`src/rtl/pwm_duty_ctrl.sv`:
```
// Button-driven duty-cycle controller: synchronises and debounces inc/dec buttons, steps a
// saturating duty value per press with hold-to-repeat, and strobes each real change.
module pwm_duty_ctrl #(
    parameter int unsigned WIDTH           = 4,
    parameter int unsigned RESET_DUTY      = 8,
    parameter int unsigned STEP            = 1,
    parameter int unsigned DEBOUNCE_CYCLES = 4,
    parameter int unsigned REPEAT_DELAY    = 16,
    parameter int unsigned REPEAT_PERIOD   = 4
) (
    input  logic             clk,
    input  logic             reset,
    input  logic             inc_in,
    input  logic             dec_in,
    output logic [WIDTH-1:0] duty_out,
    output logic             duty_update,
    output logic             at_max,
    output logic             at_min
);

    localparam int unsigned DbW    = $clog2(DEBOUNCE_CYCLES + 1);
    localparam int unsigned RepMax = (REPEAT_DELAY > REPEAT_PERIOD) ? REPEAT_DELAY
                                                                    : REPEAT_PERIOD;
    localparam int unsigned RepW   = $clog2(RepMax + 1);

    localparam logic [WIDTH:0]   DutyMax   = {1'b0, {WIDTH{1'b1}}};
    localparam logic [WIDTH:0]   StepW     = (WIDTH + 1)'(STEP);
    localparam logic [DbW-1:0]   DbLimit   = DbW'(DEBOUNCE_CYCLES);
    localparam logic [RepW-1:0]  RepDelay  = RepW'(REPEAT_DELAY);
    localparam logic [RepW-1:0]  RepPeriod = RepW'(REPEAT_PERIOD);
    localparam logic [RepW-1:0]  RepOne    = RepW'(1);

    typedef enum logic [1:0] {StIdle, StHoldInc, StHoldDec, StBlock} state_e;

    // Bit 0 is the increase button, bit 1 the decrease button.
    logic [1:0]     raw;
    logic [1:0]     sync1_q, sync2_q, deb_q, rise_q;
    logic [DbW-1:0] db_cnt_q [2];

    state_e          state_q;
    logic [RepW-1:0] rep_q;
    logic [WIDTH-1:0] duty_q;
    logic            upd_q;

    logic [WIDTH:0]   up_sum, dn_diff;
    logic [WIDTH-1:0] duty_up, duty_dn;

    assign raw = {dec_in, inc_in};

    always_ff @(posedge clk or posedge reset) begin
        if (reset) begin
            sync1_q     <= '0;
            sync2_q     <= '0;
            deb_q       <= '0;
            rise_q      <= '0;
            db_cnt_q[0] <= '0;
            db_cnt_q[1] <= '0;
        end else begin
            sync1_q <= raw;
            sync2_q <= sync1_q;
            for (int i = 0; i < 2; i++) begin
                rise_q[i] <= 1'b0;
                if (sync2_q[i] == deb_q[i]) begin
                    db_cnt_q[i] <= '0;
                end else if (db_cnt_q[i] == DbLimit) begin
                    deb_q[i]    <= sync2_q[i];
                    rise_q[i]   <= sync2_q[i];
                    db_cnt_q[i] <= '0;
                end else begin
                    db_cnt_q[i] <= db_cnt_q[i] + DbW'(1);
                end
            end
        end
    end

    // Widened by one bit so saturation is detected before the value could wrap.
    always_comb begin
        up_sum  = {1'b0, duty_q} + StepW;
        dn_diff = {1'b0, duty_q} - StepW;
        duty_up = (up_sum > DutyMax) ? DutyMax[WIDTH-1:0] : up_sum[WIDTH-1:0];
        duty_dn = ({1'b0, duty_q} < StepW) ? '0 : dn_diff[WIDTH-1:0];
    end

    always_ff @(posedge clk or posedge reset) begin
        if (reset) begin
            state_q <= StIdle;
            rep_q   <= '0;
            duty_q  <= WIDTH'(RESET_DUTY);
            upd_q   <= 1'b0;
        end else begin
            upd_q <= 1'b0;
            unique case (state_q)
                StIdle: begin
                    if (deb_q[0] && deb_q[1]) begin
                        state_q <= StBlock;
                    end else if (rise_q[0]) begin
                        duty_q  <= duty_up;
                        upd_q   <= (duty_up != duty_q);
                        rep_q   <= RepDelay;
                        state_q <= StHoldInc;
                    end else if (rise_q[1]) begin
                        duty_q  <= duty_dn;
                        upd_q   <= (duty_dn != duty_q);
                        rep_q   <= RepDelay;
                        state_q <= StHoldDec;
                    end
                end
                StHoldInc: begin
                    if (deb_q[1]) begin
                        rep_q   <= '0;
                        state_q <= StBlock;
                    end else if (!deb_q[0]) begin
                        state_q <= StIdle;
                    end else if (rep_q == RepOne) begin
                        duty_q <= duty_up;
                        upd_q  <= (duty_up != duty_q);
                        rep_q  <= RepPeriod;
                    end else begin
                        rep_q <= rep_q - RepOne;
                    end
                end
                StHoldDec: begin
                    if (deb_q[0]) begin
                        rep_q   <= '0;
                        state_q <= StBlock;
                    end else if (!deb_q[1]) begin
                        state_q <= StIdle;
                    end else if (rep_q == RepOne) begin
                        duty_q <= duty_dn;
                        upd_q  <= (duty_dn != duty_q);
                        rep_q  <= RepPeriod;
                    end else begin
                        rep_q <= rep_q - RepOne;
                    end
                end
                StBlock: begin
                    // Leaving only with both released forces a fresh press before any step.
                    if (!deb_q[0] && !deb_q[1]) begin
                        state_q <= StIdle;
                    end
                end
                default: state_q <= StIdle;
            endcase
        end
    end

    assign duty_out    = duty_q;
    assign duty_update = upd_q;
    assign at_max      = (duty_q == {WIDTH{1'b1}});
    assign at_min      = (duty_q == '0);

endmodule
```
`config.mk`:
```
export PLATFORM = sky130hd
export DESIGN_NAME = pwm_duty_ctrl
export DESIGN_NICKNAME = d
export VERILOG_FILES = /design/src/rtl/pwm_duty_ctrl.sv
export SDC_FILE = /design/constraint.sdc
export NUM_CORES = 1
export LEC_CHECK = 0
export ABC_CLOCK_PERIOD_IN_PS = 2100
export BUFFER_PORTS_ARGS = -buffer_cell sky130_fd_sc_hd__buf_2
export CAP_MARGIN = 5
export CORE_ASPECT_RATIO = 1.75
export CORE_MARGIN = 3
export CORE_UTILIZATION = 45
export DETAILED_ROUTE_END_ITERATION = 16
export PLACE_DENSITY = 0.63
export SLEW_MARGIN = 40
export SYNTH_ARGS = -nofsm -noshare
export SYNTH_HDL_FRONTEND = slang
export SYNTH_SLANG_ARGS = --single-unit
export TNS_END_PERCENT = 20
```
`constraint.sdc`:
```
create_clock -name clk -period 2.1 [get_ports clk]
set_clock_uncertainty 0.05 [all_clocks]
set_input_delay 0.21 -clock clk [delete_from_list [all_inputs] [get_ports clk]]
set_output_delay 0.21 -clock clk [all_outputs]
set_load 0.01 [all_outputs]
```
==> impl_metrics.env <==
export IMPL_synth_cells=161
export IMPL_synth_edff_count=0
export IMPL_clk_latency_ns=0.26
export IMPL_final_hold_violation_count=0
export IMPL_clockPowerShare=0.102
export IMPL_critPathArrivalTime_ns=2.11
export IMPL_seq_power_share=0.314
export IMPL_start_util=0.473
export IMPL_p_sw_uw=1200
export IMPL_maxSlewHeadroom=0.734
export IMPL_yosys_area_top_type_share=0.385
export IMPL_comb_power_share=0.584
export IMPL_vias=1219
export IMPL_drc=0
export IMPL_yosys_warnings=0
export IMPL_port_buffers=10
export IMPL_fin_crit_ns=2.00
export IMPL_synth_avg_cell_area_sq_um=10.1
export IMPL_clk_pin_slew_ns=0.08
export IMPL_cts_max_path_buffers=2
export IMPL_syn_to_final_growth_pct=13.1
export IMPL_drive_above_1_share=0.155
export IMPL_power_density_nw_per_um2=1480
export IMPL_drv_cap=0
export IMPL_fin_area_sq_um=1840
export IMPL_ios=11
export IMPL_synth_most_common_cell="dfrtp_1"
export IMPL_worstPathRequired_ns=2.21
export IMPL_dp_cells=219
export IMPL_grt_overflow_total=0
export IMPL_cts_sinks=26
export IMPL_cp_max_fo=6
export IMPL_whs_ns=0.313
export IMPL_dp_slack_ns=0.126
export IMPL_grt_max_degree=27
export IMPL_ys_ff_latch=26
export IMPL_fp_dieW_um=51.4
export IMPL_dpl_hpwl_um=2590
export IMPL_die_h_um=85.5
export IMPL_ant_nets=0
export IMPL_fin_nets=200
export IMPL_p_sw_frac=0.440
export IMPL_cts_tree="built"
export IMPL_routabilityCongestion=0.799
export IMPL_synth_area_top_cells="dfrtp_1 (39%), ha_1 (11%), inv_1 (4.2%)"
export IMPL_antenna_found_initial=0
export IMPL_slew_viol_final=0
export IMPL_hold_path_class="flop to flop"
export IMPL_grt_pass1_vias=1303
export IMPL_synth_cell_types=48
export IMPL_max_freq_mhz=500
export IMPL_core_rowCount=28
export IMPL_stdcell_count=226
export IMPL_finalSetupViolCount=0
export IMPL_fp_coreArea_sq_um=3430
export IMPL_numCtsBuffers=3
export IMPL_crit_type="flop to flop"
export IMPL_vdd_ir_drop_worst_mv=0.826
export IMPL_ctsResizeCount=0
export IMPL_placed_area_sq_um=1760
export IMPL_hold_buffers=3
export IMPL_start_kind="flop"
export IMPL_grt_pass1_wl_um=5570
export IMPL_rsz0062_at_grt="no"
export IMPL_viasPerCell=5.39
export IMPL_post_cts_buffers=0
export IMPL_yosys_top_cells_count="dfrtp_1 (25), inv_1 (18), ha_1 (14)"
export IMPL_cp_end_kind="flop"
export IMPL_synth_nets=179
export IMPL_routed_wl_um=3300
export IMPL_outcome="finished, final reports clean"
export IMPL_tightest_slew_ns=0.395
export IMPL_async_flop_share=1.00
export IMPL_finalSetupTns_ns=0
export IMPL_grt_usage=0.165
export IMPL_setup_slack_ns=0.0993
export IMPL_fin_crit_sh=0.953
export IMPL_root_buffer="clkbuf_8"
export IMPL_drtPass1Iterations=4
export IMPL_ctsHtreeMaxLevel=1
export IMPL_intPower_uw=1520
export IMPL_synth_top_cell_by_area="dfrtp_1"
export IMPL_dieArea_sq_um=4390
export IMPL_synth_area_sq_um=1620
export IMPL_drt_iter0_markers=24
export IMPL_ys_seq_area_frac=0.401
export IMPL_synth_flop_cell="dfrtp_1"
export IMPL_routedWlPerCell_um=14.6
export IMPL_p_leak_uw=0.000841
export IMPL_diodes=0
==> worst max-delay path: stages, from the launching register on <==
cell	delay, ns
dfrtp_1	0.43
inv_1	0.09
ha_1	0.27
or2_1	0.29
a221oi_2	0.37
o21ai_0	0.15
a22o_1	0.25
==> layout make-up <==
type,count,area (sq um)
well taps,45,56.3
flip-flops and latches,26,652
multi-input cells,114,891
repair buffers,19,125
fillers,348,1600
inverters,18,67.6
clock buffers,4,45.0
==> stage by stage <==
step,power [uW],util
2_1_floorplan,2010,-
3_3_place_gp,2400,0.513
3_5_place_dp,2440,0.513
4_1_cts,2740,0.535
5_1_grt,2960,0.535
6_report,2720,0.535
==> metal layers <==
layer,vias up,GRT usage,part of all wire
li1,611,-,-
met1,595,0.152,0.37
met2,11,0.341,0.61
met3,2,0.0158,0.018
met4,0,0.0668,0.0079
met5,-,0,0
==> logic make-up after synthesis <==
family          count (synthesis)  share of synthesized area
mux                             7                     0.0462
fa+ha+maj                      14                      0.108
simple gates                   52                      0.192
xor+xnor                        2                     0.0108
flops                          26                      0.401
buf+inv                        21                     0.0501
compound gates                 39                      0.192
==> state kept, by name, summed over array words and instances (netlist names) <==
signal / count
db_cnt_q: 6
deb_q: 2
duty_out: 4
duty_update: 1
rep_q: 5
rise_q: 2
state_q: 2
sync1_q: 2
sync2_q: 2
==> worst paths after layout <==
| check | start | to | slack (ns) | cells past startpoint |
|---|---|---|---|---|
| worst max-delay path | state_q[0]$_DFFE_PP0P_ | rep_q[3]$_DFFE_PP0P_ | 0.1 | 6 |
| worst min-delay path | sync1_q[1]$_DFF_PP0_ | sync2_q[1]$_DFF_PP0_ | 0.31 | 0 |
| worst max register to register | state_q[0]$_DFFE_PP0P_ | rep_q[3]$_DFFE_PP0P_ | 0.1 | 6 |
| worst min register to register | sync1_q[1]$_DFF_PP0_ | sync2_q[1]$_DFF_PP0_ | 0.31 | 0 |
| max in group asynchronous | reset | duty_out[3]$_DFFE_PP1P_ | 1.23 | 4 |
| min in group asynchronous | reset | rep_q[2]$_DFFE_PP0P_ | 0.48 | 4 |
==> power by group through the flow <==
stage                     clock, uW  combinational (uW)  sequential [uW]
after global placement            0                1550              845
after floorplan                   0                1210              803
after detailed placement          0                1580              859
final                           277                1590              852
after CTS                       293                1600              849
after global routing            318                1770              873
==> placed cells by master, fill, tap and decap left out, types with 3 or more instances in the layout <==
master         synthesis  routed
buf_4                  0       6
clkbuf_8               0       3
dfrtp_1               25      25
o2bb2ai_1              3       3
dlygate4sd3_1          0       3
o21ai_0                3       3
nand2b_1               4       4
ha_1                  14      14
nor3b_1                6       6
nor2b_1                7       7
buf_2                  2      10
nand2_1                5       5
a22o_1                 4       4
mux2i_1                3       3
nor2_1                12      12
nor3_1                 4       4
inv_1                 18      18
o22ai_1                4       4
a21oi_1                4       4
(Power assumes the default switching activity.)
